## src/rtl/ex_stage_params.sv

```systemverilog
// rtl/ex_stage_params.sv - EX to IO bundle types
package ex_stage_params;

    typedef enum logic [2:0] {
        MEM_NONE  = 3'd0,
        MEM_BYTE  = 3'd1,
        MEM_HALF  = 3'd2,
        MEM_WORD  = 3'd3,
        MEM_LEFT  = 3'd4,
        MEM_RIGHT = 3'd5
    } MemoryIOType;

    // Live divider output; it is driven continuously by the divider in EX
    // and is not part of the registered payload.
    typedef struct packed {
        logic        result_valid;
        logic [31:0] quotient;
        logic [31:0] remainder;
    } DivideResult;

    typedef struct packed {
        logic [31:0] program_count;
        logic [31:0] alu_result;
        logic [63:0] multiply_result;
        logic [31:0] source_register_data;
        logic [31:0] multi_use_register_data;
        logic [1:0]  memory_address_final;
        MemoryIOType memory_io_type;
        logic        memory_io_unsigned;
        logic        result_is_from_memory;
        logic        result_high;
        logic        result_low;
        logic        multiply_valid;
        logic        divide_valid;
        logic        high_low_write;
        logic        high_low_select;
        logic [4:0]  destination_register;
        logic        register_write;
        logic        move_from_cp0;
        logic        cp0_write;
        logic [7:0]  cp0_address;
        logic        exception_valid;
        logic [4:0]  exception_code;
        logic        in_delay_slot;
        logic        eret;
    } EXToIOPayload;

    typedef struct packed {
        logic         valid;
        DivideResult  divide;
        EXToIOPayload payload;
    } EXToIOData;

endpackage

```

## src/rtl/io_stage_params.sv

```systemverilog
// rtl/io_stage_params.sv - IO stage output bundle types
package io_stage_params;

    typedef struct packed {
        logic        valid;
        logic [31:0] program_count;
        logic [31:0] final_result;
        logic [4:0]  destination_register;
        logic        register_write;
        logic        move_from_cp0;
        logic        cp0_write;
        logic [7:0]  cp0_address;
        logic        exception_valid;
        logic [4:0]  exception_code;
        logic        in_delay_slot;
        logic        eret;
    } IOToWBData;

    typedef struct packed {
        logic        valid;
        logic        data_valid;
        logic [4:0]  write_register;
        logic [31:0] write_data;
    } IOToIDBackPassData;

endpackage

```

## src/rtl/wb_stage_params.sv

```systemverilog
// rtl/wb_stage_params.sv - WB flush bundle types
package wb_stage_params;

    typedef struct packed {
        logic exception_valid;
        logic eret_flush;
    } WBExceptionBus;

endpackage

```

## src/rtl/io_stage.sv

```systemverilog
// rtl/io_stage.sv - memory-access stage: load alignment, HI/LO, divide stall
module io_stage
    import ex_stage_params::*;
    import wb_stage_params::*;
    import io_stage_params::*;
(
    input  logic              clock,
    input  logic              reset_n,
    input  logic              wb_allow_in,
    output logic              io_allow_in,
    input  EXToIOData         ex_to_io_bus,
    input  logic [31:0]       data_ram_read_data,
    input  WBExceptionBus     wb_exception_bus,
    output IOToWBData         io_to_wb_bus,
    output IOToIDBackPassData io_to_id_back_pass_bus
);

    EXToIOPayload from_ex;
    logic         io_valid;
    logic         divide_done;
    logic [31:0]  quotient_held;
    logic [31:0]  remainder_held;
    logic [31:0]  hi;
    logic [31:0]  lo;

    logic         flush;
    logic         io_ready_go;
    logic         io_leave;
    logic         hilo_commit;
    logic [31:0]  quotient;
    logic [31:0]  remainder;
    logic [7:0]   load_byte;
    logic [15:0]  load_half;
    logic         byte_sign;
    logic         half_sign;
    logic [31:0]  load_value;
    logic [31:0]  final_result;

    assign flush       = wb_exception_bus.exception_valid | wb_exception_bus.eret_flush;
    assign io_ready_go = !(from_ex.divide_valid && !divide_done && !ex_to_io_bus.divide.result_valid);
    assign io_allow_in = !io_valid || (io_ready_go && wb_allow_in);
    assign io_leave    = io_valid && io_ready_go && wb_allow_in;
    assign hilo_commit = io_leave && !from_ex.exception_valid && !flush;

    // The divider may report on the same cycle the instruction leaves, so use the live value until latched
    assign quotient  = divide_done ? quotient_held  : ex_to_io_bus.divide.quotient;
    assign remainder = divide_done ? remainder_held : ex_to_io_bus.divide.remainder;

    // Occupancy of the stage; a flush drops whatever is held or arriving
    always_ff @(posedge clock or negedge reset_n) begin
        if (!reset_n) begin
            io_valid <= 1'b0;
        end else if (flush) begin
            io_valid <= 1'b0;
        end else if (io_allow_in) begin
            io_valid <= ex_to_io_bus.valid;
        end
    end

    // Payload capture, intentionally without reset
    always_ff @(posedge clock) begin
        if (ex_to_io_bus.valid && io_allow_in) begin
            from_ex <= ex_to_io_bus.payload;
        end
    end

    // Remember that the held divide has its result, cleared when it leaves or is flushed
    always_ff @(posedge clock or negedge reset_n) begin
        if (!reset_n) begin
            divide_done <= 1'b0;
        end else if (flush || io_leave) begin
            divide_done <= 1'b0;
        end else if (io_valid && from_ex.divide_valid && !divide_done && ex_to_io_bus.divide.result_valid) begin
            divide_done <= 1'b1;
        end
    end

    // Latch the divider result on its pulse so the stall can release later
    always_ff @(posedge clock) begin
        if (io_valid && from_ex.divide_valid && !divide_done && ex_to_io_bus.divide.result_valid) begin
            quotient_held  <= ex_to_io_bus.divide.quotient;
            remainder_held <= ex_to_io_bus.divide.remainder;
        end
    end

    // HI/LO update as the instruction hands off to WB
    always_ff @(posedge clock or negedge reset_n) begin
        if (!reset_n) begin
            hi <= 32'd0;
            lo <= 32'd0;
        end else if (hilo_commit) begin
            if (from_ex.multiply_valid) begin
                hi <= from_ex.multiply_result[63:32];
                lo <= from_ex.multiply_result[31:0];
            end else if (from_ex.divide_valid) begin
                hi <= remainder;
                lo <= quotient;
            end else if (from_ex.high_low_write) begin
                if (from_ex.high_low_select) begin
                    hi <= from_ex.source_register_data;
                end else begin
                    lo <= from_ex.source_register_data;
                end
            end
        end
    end

    // Load data alignment and merge with rt for LWL/LWR
    always_comb begin
        load_byte  = data_ram_read_data[7:0];
        load_half  = data_ram_read_data[15:0];
        load_value = data_ram_read_data;
        case (from_ex.memory_address_final)
            2'd0:    load_byte = data_ram_read_data[7:0];
            2'd1:    load_byte = data_ram_read_data[15:8];
            2'd2:    load_byte = data_ram_read_data[23:16];
            default: load_byte = data_ram_read_data[31:24];
        endcase
        if (from_ex.memory_address_final[1]) begin
            load_half = data_ram_read_data[31:16];
        end
        byte_sign = !from_ex.memory_io_unsigned && load_byte[7];
        half_sign = !from_ex.memory_io_unsigned && load_half[15];
        case (from_ex.memory_io_type)
            MEM_BYTE: load_value = {{24{byte_sign}}, load_byte};
            MEM_HALF: load_value = {{16{half_sign}}, load_half};
            MEM_LEFT: begin
                case (from_ex.memory_address_final)
                    2'd0:    load_value = {data_ram_read_data[7:0],  from_ex.multi_use_register_data[23:0]};
                    2'd1:    load_value = {data_ram_read_data[15:0], from_ex.multi_use_register_data[15:0]};
                    2'd2:    load_value = {data_ram_read_data[23:0], from_ex.multi_use_register_data[7:0]};
                    default: load_value = data_ram_read_data;
                endcase
            end
            MEM_RIGHT: begin
                case (from_ex.memory_address_final)
                    2'd0:    load_value = data_ram_read_data;
                    2'd1:    load_value = {from_ex.multi_use_register_data[31:24], data_ram_read_data[31:8]};
                    2'd2:    load_value = {from_ex.multi_use_register_data[31:16], data_ram_read_data[31:16]};
                    default: load_value = {from_ex.multi_use_register_data[31:8],  data_ram_read_data[31:24]};
                endcase
            end
            default: load_value = data_ram_read_data;
        endcase
    end

    // Result selection: memory, then HI, then LO, then ALU
    always_comb begin
        final_result = from_ex.alu_result;
        if (from_ex.result_is_from_memory) begin
            final_result = load_value;
        end else if (from_ex.result_high) begin
            final_result = hi;
        end else if (from_ex.result_low) begin
            final_result = lo;
        end
    end

    // Output bundles towards WB and the ID forwarding path
    always_comb begin
        io_to_wb_bus.valid                = io_valid && io_ready_go;
        io_to_wb_bus.program_count        = from_ex.program_count;
        io_to_wb_bus.final_result         = final_result;
        io_to_wb_bus.destination_register = from_ex.destination_register;
        io_to_wb_bus.register_write       = from_ex.register_write;
        io_to_wb_bus.move_from_cp0        = from_ex.move_from_cp0;
        io_to_wb_bus.cp0_write            = from_ex.cp0_write;
        io_to_wb_bus.cp0_address          = from_ex.cp0_address;
        io_to_wb_bus.exception_valid      = from_ex.exception_valid;
        io_to_wb_bus.exception_code       = from_ex.exception_code;
        io_to_wb_bus.in_delay_slot        = from_ex.in_delay_slot;
        io_to_wb_bus.eret                 = from_ex.eret;

        io_to_id_back_pass_bus.valid          = io_valid && from_ex.register_write;
        io_to_id_back_pass_bus.data_valid     = io_valid && from_ex.register_write && io_ready_go && !from_ex.move_from_cp0;
        io_to_id_back_pass_bus.write_register = from_ex.destination_register;
        io_to_id_back_pass_bus.write_data     = final_result;
    end

endmodule

```

## config.mk

```make
export PLATFORM = sky130hd
export DESIGN_NAME = io_stage
export DESIGN_NICKNAME = d
export VERILOG_FILES = /design/src/rtl/ex_stage_params.sv /design/src/rtl/io_stage_params.sv /design/src/rtl/wb_stage_params.sv /design/src/rtl/io_stage.sv
export SDC_FILE = /design/constraint.sdc
export NUM_CORES = 1
export LEC_CHECK = 0
export ABC_AREA = 1
export CAP_MARGIN = 30
export CORE_MARGIN = 3
export CORE_UTILIZATION = 44
export DETAILED_ROUTE_END_ITERATION = 7
export HOLD_SLACK_MARGIN = 0.08
export PLACE_DENSITY = 0.78
export SETUP_SLACK_MARGIN = 0.3
export SYNTH_ARGS = -nofsm -noshare
export SYNTH_HDL_FRONTEND = slang
export SYNTH_SLANG_ARGS = --single-unit
```

## constraint.sdc

```tcl
create_clock -name clock -period 10.2 [get_ports clock]
set_clock_uncertainty 0.1 [all_clocks]
set_input_delay 2.04 -clock clock [delete_from_list [all_inputs] [get_ports clock]]
set_output_delay 2.04 -clock clock [all_outputs]
set_load 0.02 [all_outputs]
```

==> results of run 1 <==
## stage by stage
step | hold WS (ps) | util (%) | instance area, µm² | worst slack [ps]
final | 372.4 | 59.34 | 23040 | 3426
after global routing | 391.6 | 59.33 | 23040 | 3209
after CTS | 374.4 | 59.17 | 22980 | 3425
after detailed placement | 359.9 | 55.96 | 21730 | 3444
after global placement | 354.8 | 55.73 | 21640 | 3501
after floorplan | 341.7 | - | 17350 | 1208
## worst max-delay path: stages
cell,delay [ps]
clkdlybuf4s50_1,580
o21ai_0,110
nand3_1,170
nand3_2,260
nand2_1,530
o21ai_1,170
nand2_1,120
clkdlybuf4s50_1,640
## flip-flops by register name (all words and copies together) (netlist names)
signal,cells
from_ex,173
io_to_wb_bus,51
hi,32
lo,32
quotient_held,32
remainder_held,32
io_to_id_back_pass_bus,5
divide_done,1
io_valid,1
## layer usage
layer	up-vias	routed length [µm]
li1	6805	-
met1	7099	22430
met2	805	29460
met3	123	5646
met4	6	2179
met5	-	34
## power by group through the flow
stage / combinational [µW] / sequential (µW) / clock (µW)
floorplan: 321 / 1760 / 0
global placement: 599 / 1760 / 0
detailed placement: 611 / 1760 / 0
CTS: 615 / 1730 / 1420
global route: 667 / 1740 / 1470
finish: 619 / 1730 / 1390
## cell usage after synthesis, drive strengths merged
cell type  count  share of area, %
nand2        451               9.8
edfxtp       293                51
nand3        197               5.8
nor2         181               3.9
o21ai        153               4.4
inv          144               3.1
buf          136               5.3
dfrtp         66               9.5
a22oi         64               2.8
clkbuf        64               1.4
a21oi         35               1.0
o211ai        33               1.4
or2           12              0.43
nand4          6              0.22
nor3           3              0.12
nand3b         1             0.043
nor4           1             0.036
o21bai         1             0.043
## worst max path at each step
stage / cells after the start / start / slack (ps) / to
after floorplan: 4 / ex_to_io_bus[293] / 1210 / divide_done$_DFFE_PN0P_
after global placement: 8 / data_ram_read_data[7] / 3500 / io_to_id_back_pass_bus[17]
after detailed placement: 8 / data_ram_read_data[23] / 3440 / io_to_id_back_pass_bus[22]
after CTS: 8 / data_ram_read_data[23] / 3420 / io_to_id_back_pass_bus[22]
after global routing: 8 / data_ram_read_data[23] / 3210 / io_to_wb_bus[55]
final: 8 / data_ram_read_data[23] / 3430 / io_to_id_back_pass_bus[22]
## cells by family (layout without fill, tap and decap cells)
kind of cell	Yosys count	after routing	synth area share [%]
and+or+nand+nor	852	852	20.30
DFF	359	359	60.22
buffers and inverters	344	704	9.792
AOI/OAI and AO/OA	286	286	9.684
other	0	6	0
## area by class of cell
cell class | count | area, µm² | area share, %
antenna | 6 | 15.01 | 0.06517
clock buffer | 56 | 1112 | 4.828
clock inverter | 16 | 136.4 | 0.5920
inverter | 144 | 540.5 | 2.346
multi-input combinational | 1138 | 5233 | 22.71
sequential | 359 | 10450 | 45.36
tap | 518 | 648.1 | 2.813
timing repair buffer | 488 | 4902 | 21.28
==> metrics.md, run 1 <==
| Metric | Value |
|---|---|
| Post-route minimum period | `between 6000 and 7000 ps` |
| H-tree levels | `2` |
| Max Cap Viol | `0` |
| Starting Density | `about 45%` |
| Synth cell types | `28` |
| VDD IR-drop max | `about 0.17 mV` |
| Clk pin slew, worst setup/hold paths | `60 ps` |
| Die X | `204.6 µm` |
| Worst reg2reg path depth | `9` |
| Layout cell share with drive strength beyond 1 | `roughly 5.1%` |
| Worst Path Arrival | `roughly 4600 ps` |
| IO Pins | `~460` |
| Die Height | `between 200 and 250 µm` |
| CTS sink cnt | `359` |
| Initial antenna violation count | `10` |
| Clock Tree Buf Depth | `3` |
| Port bufs | `460` |
| GRT met3 Usage | `under 10%` |
| Final Non-Filler Cells | `roughly 2700` |
| Hold depth | `2` |
| Layout area overhead | `32.77%` |
| Gr busiest metal | `met2` |
| Combinational power share | `between 10% and 20%` |
| Internal power | `~2800 µW` |
| WL/cell | `21.92 µm` |
| Switching share of power | `26.24%` |
| Core footprint | `between 0.03 and 0.04 mm²` |
| PD cells | `around 160 mW/mm²` |
| Max Slew Vio Count | `0` |
| Fillcell total | `roughly 3200` |
| CTS buffer count | `39` |
| Final WL | `approximately 60000 µm` |
| # setup viols final | `0` |
| Final hold violation count | `0` |
| Worst R2R End | `lo[23]$_DFFE_PN0P_` |
| CP max FO | `16` |
| Final worst-path cycle share | `between 60% and 70%` |
| Layout net count | `2502` |
| Met2 Use GR | `~47%` |
| Mapped Cells | `approximately 1800` |
| CTS Hold Buffers Added | `0` |
| Worst rel slew slack | `between 30% and 40%` |
| Most frequent cells in the layout | `clkdlybuf4s50_1, nand2_1, edfxtp_1` |
| Vias | `roughly 15000` |
| Synthesized cell area | `~0.017 mm²` |
| Syn_nets | `~2200` |
| CP endpoint kind | `primary output` |
| Vias in the first global route | `14790` |
| Hold Startpoint | `lo[24]$_DFFE_PN0P_` |
| Register area share after synthesis | `around three fifths` |
| Final ANT Viol Nets | `0` |
| PostCTS Resize Cnt | `0` |
| First-pass GRT wire length | `around 89000 µm` |
| TNS Setup | `0 ps` |
| Ys Warns | `0` |
| Placer congestion estimate | `between 0.9 and 1` |
| Vias/cell | `roughly 5.4` |
| Most common cell after layout, fill and taps aside | `clkdlybuf4s50_1` |
| Drt first pass iters | `7` |
| Met1 Track Usage GR | `a little over a third` |
| Post-CTS setup buffer count | `0` |
| Grt ovf | `0` |
| GRT Overall Usage | `between 20% and 30%` |
| Unrepaired setup endpoints after global routing | `no` |
| Die ar. | `about 0.042 mm²` |
| First DRT Iteration DRCs | `1661` |
| Final Power | `approximately 3700 µW` |
| HPWL after DPL | `~43000 µm` |
| Worst reg-to-reg setup slack | `between 6000 and 7000 ps` |
| Yosys reg bits | `approximately 360` |
| Largest net degree at the start of global routing | `approximately 100` |
| P_leak | `0.009453 µW` |
| Critical path startpoint category | `input port` |
| Clock root buffer | `clkbuf_16` |
| CTS tree | `built` |
| Hold Path End | `lo[24]$_DFFE_PN0P_` |
| Residual DRC | `0` |
| Net load switching power | `between 900 and 1000 µW` |
| Reg-to-Reg Start | `from_ex[27]$_DFFE_PP_` |
| Clock group share of total power | `between 30% and 40%` |
| Clock latency on the worst-skew pair | `about 550 ps` |
| Total placed cells including tap cells | `roughly 2600` |
| Syn avg cell area | `between 9 and 10 µm²` |
| Class of the worst hold path | `flip-flop to flip-flop` |
| Actual slew at the worst max-slew pin | `between 1000 and 1500 ps` |
| Crit Path Class | `input port to primary output` |
| Fmax | `roughly 150 MHz` |
| Sequential share of power | `46.3%` |
| Worst EP required | `between 8000 and 9000 ps` |
| Status | `complete, no violations` |
| # rows | `between 70 and 80` |
Power figures use the tool's default switching activity.
==> run 2, diff against run 1 <==
==> constraint.sdc (replaced) <==
create_clock -name clock -period 6.1 [get_ports clock]
set_clock_uncertainty 0.1 [all_clocks]
set_input_delay 1.22 -clock clock [delete_from_list [all_inputs] [get_ports clock]]
set_output_delay 1.22 -clock clock [all_outputs]
set_load 0.02 [all_outputs]
==> metrics.md, run 2 (synthesis results as in run 1) <==
| Metric | Value |
|---|---|
| Die X | `204.6 µm (unchanged)` |
| CTS tree | `built` |
| Fmax | `around 200 MHz` |
| # rows | `72 (unchanged)` |
| Reg-to-Reg Start | `io_to_wb_bus[7]$_DFFE_PP_` |
| Crit. Startpoint | `data_ram_read_data[23]` |
| Critical path startpoint category | `input port` |
| GRT Overall Usage | `28.18% (+0.28 points)` |
| Net load switching power | `1676 µW (+71%)` |
| Fillcell total | `3232 (+1.7%)` |
| Most frequent cells in the layout | `clkdlybuf4s50_1, nand2_1, edfxtp_1` |
| Status | `complete, no violations` |
| Clock root buffer | `clkbuf_16` |
| Multi-input combinational cell area | `0.005236 mm² (about the same)` |
| Finished layout cell area | `0.02306 mm² (about the same)` |
| Crit-path cells | `clkdlybuf4s50_1 -> o21ai_0 -> nand3_1 -> nand3_2 -> nand2_1 -> o21ai_1 -> nand2_1 -> clkdlybuf4s50_1` |
| Placer congestion estimate | `0.9841 (+3.9%)` |
| Final ANT Viol Nets | `0 (unchanged)` |
| First DRT Iteration DRCs | `1466 (-12%)` |
| Max incr delay on CP | `620 ps (-20 ps)` |
| First-pass GRT wire length | `89490 µm (+0.46%)` |
| TNS Setup | `0 ps (unchanged)` |
| # setup viols final | `0 (unchanged)` |
| Crit Path Class | `input port to primary output` |
| Die Height | `204.6 µm (unchanged)` |
| CTS Hold Buffers Added | `0 (unchanged)` |
| Core footprint | `0.03883 mm² (unchanged)` |
| WL/cell | `21.89 µm (-0.13%)` |
| Critical path's top delay family | `buffers and inverters` |
| VDD IR-drop max | `0.2386 mV (+42%)` |
| Post-route minimum period | `about 5100 ps` |
| IO Pins | `461 (unchanged)` |
| Initial antenna violation count | `9 (-1)` |
| Grt ovf | `0 (unchanged)` |
| CP endpoint kind | `primary output` |
| Clock group share of total power | `37.0% (about the same)` |
| HPWL after DPL | `41770 µm (-1.9%)` |
| Max Cap Viol | `0 (unchanged)` |
| Residual DRC | `0 (unchanged)` |
| H-tree levels | `2 (unchanged)` |
| Most common cell after layout, fill and taps aside | `clkdlybuf4s50_1` |
| Placed Area | `0.02177 mm² (+0.18%)` |
| Port bufs | `460 (unchanged)` |
| Vias/cell | `5.421 (-0.44%)` |
| PostCTS Resize Cnt | `0 (unchanged)` |
| Vias | `14790 (-0.33%)` |
| Actual slew at the worst max-slew pin | `1127 ps (+93.75 ps)` |
| Layout cell share with drive strength beyond 1 | `5.399% (+0.27 points)` |
| Worst Path Arrival | `3800 ps (-830 ps)` |
| Class of the worst hold path | `flip-flop to flip-flop` |
| Hold Startpoint | `lo[9]$_DFFE_PN0P_` |
| P_leak | `0.009460 µW (about the same)` |
| Vias in the first global route | `14770 (-0.16%)` |
| Final Power | `6246 µW (+67%)` |
| Buf/Inv on CP | `2 (unchanged)` |
| Final hold slack | `372.0 ps (-0.3580 ps)` |
| Slowest CP cell | `clkdlybuf4s50_1` |
| Final hold violation count | `0 (unchanged)` |
| Starting Density | `44.69% (unchanged)` |
| Switching share of power | `26.83% (+0.59 points)` |
| Internal power | `4570 µW (+66%)` |
| Sequential share of power | `46.5% (+0.2 points)` |
| CTS sink cnt | `359 (unchanged)` |
| Unrepaired setup endpoints after global routing | `no` |
| Register area | `0.01045 mm² (unchanged)` |
| Post-CTS setup buffer count | `0 (unchanged)` |
| Combinational power share | `16.5% (about the same)` |
| Drt first pass iters | `7 (unchanged)` |
| Max Slew Vio Count | `0 (unchanged)` |
| Layout area overhead | `32.87% (about the same)` |
| Clock Tree Buf Depth | `3 (unchanged)` |
| Clk pin slew, worst setup/hold paths | `60 ps (about the same)` |
| Clock latency on the worst-skew pair | `570 ps (+20 ps)` |
| Worst rel slew slack | `24.89% (-6.0 points)` |
| Final WL | `59730 µm (about the same)` |
| Final worst-path cycle share | `about 84%` |
| Worst EP required | `4780 ps (-3280 ps)` |
| Die ar. | `0.04186 mm² (unchanged)` |
| Max reg flops | `173 (unchanged)` |
| Reg with most FFs | `from_ex` |
| CP max FO | `16 (unchanged)` |
| Largest net degree at the start of global routing | `179 (+83%)` |
| CTS buffer count | `40 (+2.6%)` |
| PD cells | `270.9 mW/mm² (+67%)` |
| Layout net count | `2505 (+0.12%)` |
==> run 2: worst reg2reg max path, cell delays in order (launching register included) <==
cell,delay [ps]
edfxtp_1,410
or2_2,340
nor3_4,640
buf_4,550
nand2_1,100
buf_4,280
nand2_1,120
nand2_1,70
==> run 2: power groups by stage <==
stage	combinational (µW)	sequential (µW)	clock, µW
global placement	1000	2950	0
detailed placement	1020	2950	0
finish	1030	2900	2310
CTS	1030	2900	2360
global route	1120	2920	2450
floorplan	538	2930	0
==> run 2: worst paths after layout <==
| kind | endpoint | slack (ps) | cells past startpoint |
|---|---|---|---|
| max | io_to_id_back_pass_bus[22] | 980 | 8 |
| min | lo[9]$_DFFE_PN0P_ | 370 | 2 |
| max reg2reg | hi[27]$_DFFE_PN0P_ | 3350 | 7 |
| min reg2reg | lo[9]$_DFFE_PN0P_ | 370 | 2 |
| max in group asynchronous | divide_done$_DFFE_PN0P_ | 4500 | 2 |
| min in group asynchronous | lo[9]$_DFFE_PN0P_ | 750 | 2 |
==> run 2: cell type report <==
| type | instances | area share (%) |
|---|---|---|
| sequential | 359 | 45.33 |
| multi-input combinational | 1138 | 22.71 |
| timing repair buffer | 490 | 21.33 |
| clock buffer | 52 | 4.716 |
| tap | 518 | 2.811 |
| inverter | 144 | 2.344 |
| clock inverter | 21 | 0.6946 |
| antenna | 6 | 0.06512 |
==> run 2: metal layers <==
metal	vias up	share of wire, %	GRT usage (%)
li1	6816	-	-
met1	7022	38	36.08
met2	812	48	45.86
met3	131	9.7	6.897
met4	8	4.0	11.94
met5	-	0.089	0
==> run 2: stage by stage <==
stage          cells  setup slack, ps  util (%)
2_1_floorplan   1841            680.2         -
3_3_place_gp    2645             1013     55.88
3_5_place_dp    2648             1004     56.06
4_1_cts         2721            990.7     59.27
5_1_grt         2727            780.4     59.37
6_report        2728            982.6     59.38
==> run 3, diff against run 2 <==
--- a/config.mk
+++ b/config.mk
@@ -8,10 +8,10 @@
 export ABC_AREA = 1
 export CAP_MARGIN = 30
 export CORE_MARGIN = 3
-export CORE_UTILIZATION = 44
+export CORE_UTILIZATION = 45
 export DETAILED_ROUTE_END_ITERATION = 7
 export HOLD_SLACK_MARGIN = 0.08
-export PLACE_DENSITY = 0.78
+export PLACE_DENSITY = 0.77
 export SETUP_SLACK_MARGIN = 0.3
 export SYNTH_ARGS = -nofsm -noshare
 export SYNTH_HDL_FRONTEND = slang
==> constraint.sdc (replaced) <==
create_clock -name clock -period 4.95 [get_ports clock]
set_clock_uncertainty 0.1 [all_clocks]
set_input_delay 0.99 -clock clock [delete_from_list [all_inputs] [get_ports clock]]
set_output_delay 0.99 -clock clock [all_outputs]
set_load 0.02 [all_outputs]
==> metrics.md, run 3 (synthesis results as in run 1) <==
| Metric | Value |
|---|---|
| Layout cell share with drive strength beyond 1 | `6.078% (+0.68 points)` |
| Core footprint | `0.03784 mm² (-2.5%)` |
| Worst EP required | `3860 ps (-920 ps)` |
| Clock group share of total power | `38.7% (+1.7 points)` |
| Final ANT Viol Nets | `0 (unchanged)` |
| Die X | `202.4 µm (-1.1%)` |
| Most frequent cells in the layout | `clkdlybuf4s50_1, nand2_1, edfxtp_1` |
| Die ar. | `0.04095 mm² (-2.2%)` |
| Unrepaired setup endpoints after global routing | `no` |
| Post-CTS setup buffer count | `0 (unchanged)` |
| Most used cell, CP | `nand2_1` |
| Grt ovf | `0 (unchanged)` |
| PD cells | `339.6 mW/mm² (+25%)` |
| First-pass GRT wire length | `87980 µm (-1.7%)` |
| Drt first pass iters | `6 (-1)` |
| Placer congestion estimate | `0.9691 (-1.5%)` |
| Clock latency on the worst-skew pair | `570 ps (about the same)` |
| HPWL after DPL | `42620 µm (+2.0%)` |
| Finished layout cell area | `0.02334 mm² (+1.2%)` |
| Fin util | `61.66% (+2.3 points)` |
| Final worst-path cycle share | `90.59%` |
| PostCTS Resize Cnt | `0 (unchanged)` |
| Final hold slack | `371.0 ps (-1.052 ps)` |
| Final hold violation count | `0 (unchanged)` |
| WL/cell | `21.53 µm (-1.7%)` |
| Clock Tree Buf Depth | `3 (unchanged)` |
| GRT Overall Usage | `28.14% (-0.033 points)` |
| Critical path's top delay family | `buffers and inverters` |
| Max incr delay on CP | `690 ps (+70 ps)` |
| First DRT Iteration DRCs | `1417 (-3.3%)` |
| Worst Path Arrival | `3390 ps (-410 ps)` |
| Fmax | `between 200 and 250 MHz` |
| Switching share of power | `25.67% (-1.2 points)` |
| Largest net degree at the start of global routing | `97 (-46%)` |
| Placed Area | `0.02192 mm² (+0.71%)` |
| Vias/cell | `5.388 (-0.61%)` |
| Worst rel slew slack | `32.99% (+8.1 points)` |
| Internal power | `5890 µW (+29%)` |
| Most common cell after layout, fill and taps aside | `clkdlybuf4s50_1` |
| Starting Density | `45.85% (+1.2 points)` |
| Max Cap Viol | `0 (unchanged)` |
| VDD IR-drop max | `0.3389 mV (+42%)` |
| Reg with most FFs | `from_ex` |
| Layout net count | `2522 (+0.68%)` |
| Crit Path Class | `flip-flop to primary output` |
| Post-route minimum period | `4484 ps` |
| Slowest CP cell | `edfxtp_1` |
| Layout area overhead | `34.49%` |
| CTS tree | `built` |
| CP endpoint kind | `primary output` |
| # setup viols final | `0 (unchanged)` |
| Port bufs | `460 (unchanged)` |
| Critical path startpoint category | `flip-flop` |
| Sequential share of power | `45.1% (-1.4 points)` |
| IO Pins | `461 (unchanged)` |
| P_leak | `0.009591 µW (+1.4%)` |
| # rows | `71 (-1.4%)` |
| Total placed cells including tap cells | `2658 (+0.38%)` |
| Actual slew at the worst max-slew pin | `1005 ps (-121.5 ps)` |
| Crit-path cells | `nand2_1 -> inv_2 -> nand2_1 -> nand3_2 -> nand2_1 -> buf_4 -> o21ai_1 -> nand2_1 -> clkdlybuf4s50_1` |
| Combinational power share | `16.2% (-0.3 points)` |
| CTS buffer count | `40 (unchanged)` |
| Residual DRC | `0 (unchanged)` |
| CP max FO | `21 (+5)` |
| Final Non-Filler Cells | `2738 (+0.37%)` |
| Vias in the first global route | `14760 (-0.088%)` |
| Vias | `14750 (-0.25%)` |
| Max Slew Vio Count | `0 (unchanged)` |
| Max reg flops | `173 (unchanged)` |
| Clock root buffer | `clkbuf_16` |
| Status | `complete, no violations` |
| Net load switching power | `2034 µW (+21%)` |
| Initial antenna violation count | `6 (-3)` |
| Final WL | `58960 µm (-1.3%)` |
| CTS sink cnt | `359 (unchanged)` |
| Buf/Inv on CP | `3 (+1)` |
| H-tree levels | `2 (unchanged)` |
| CTS Hold Buffers Added | `0 (unchanged)` |
| Clk pin slew, worst setup/hold paths | `60 ps (about the same)` |
| Die Height | `202.4 µm (-1.1%)` |
| Class of the worst hold path | `flip-flop to flip-flop` |
| Final Power | `7924 µW (+27%)` |
-- run 3: cell types whose count changed in the layout (fill, tap and decap cells not counted), moves of 2 or more --
cell        delta
buf_4         +17
clkinv_2       -5
bufinv_16      +4
clkbuf_8       +3
clkinv_4       -3
buf_12         +2
clkbuf_1       +2
clkinvlp_4     +2
inv_1          -2
inv_4          -2
-- run 3: routing by layer --
metal | vias up | GRT usage, % | wire length (µm) | share of wire (%)
met2 | 885 | 46.51 | 28190 | 48
met1 | 6885 | 34.93 | 22300 | 38
met4 | 0 | 13.02 | 2720 | 4.6
met5 | - | 0 | 0 | 0
li1 | 6844 | - | - | -
met3 | 138 | 7.103 | 5739 | 9.7
-- run 3: worst paths after layout --
kind	to	cells past startpoint	slack, ps	from
setup / recovery	io_to_wb_bus[50]	9	470	from_ex[35]$_DFFE_PP_
hold / removal	hi[23]$_DFFE_PN0P_	2	370	hi[23]$_DFFE_PN0P_
setup reg to reg	lo[8]$_DFFE_PN0P_	8	2500	from_ex[26]$_DFFE_PP_
hold reg to reg	hi[23]$_DFFE_PN0P_	2	370	hi[23]$_DFFE_PN0P_
max in group asynchronous	divide_done$_DFFE_PN0P_	1	3690	reset_n
min in group asynchronous	lo[9]$_DFFE_PN0P_	1	430	reset_n
-- run 3: layout make-up --
cell class / count / area (µm²)
Antenna cell: 6 / 15.01
Clock buffer: 57 / 1136
Clock inverter: 16 / 234.0
Fill cell: 3147 / 14510
Inverter: 144 / 556.8
Multi-Input combinational cell: 1138 / 5239
Sequential cell: 359 / 10450
Tap cell: 511 / 639.4
Timing Repair Buffer: 507 / 5065
-- run 3: tightest hold or removal path, stage by stage, from the launching register on --
cell and delay [ps]:
dfrtp_1 340, nand2_1 50, nand2_1 40
-- run 3: stage by stage --
step                      setup TNS, ps  worst slack, ps
final                                 0            465.7
after global routing                  0            327.9
after CTS                             0            481.9
after detailed placement              0            547.1
after global placement                0            578.2
after floorplan                  -44000           -192.1
-- run 3: power groups by stage --
stage                     registers, µW  clock network (µW)  logic, µW
after floorplan                    3610                   0        665
after global placement             3630                   0       1260
after detailed placement           3630                   0       1270
after CTS                          3570                3120       1280
after global routing               3590                3240       1390
final                              3570                3060       1290
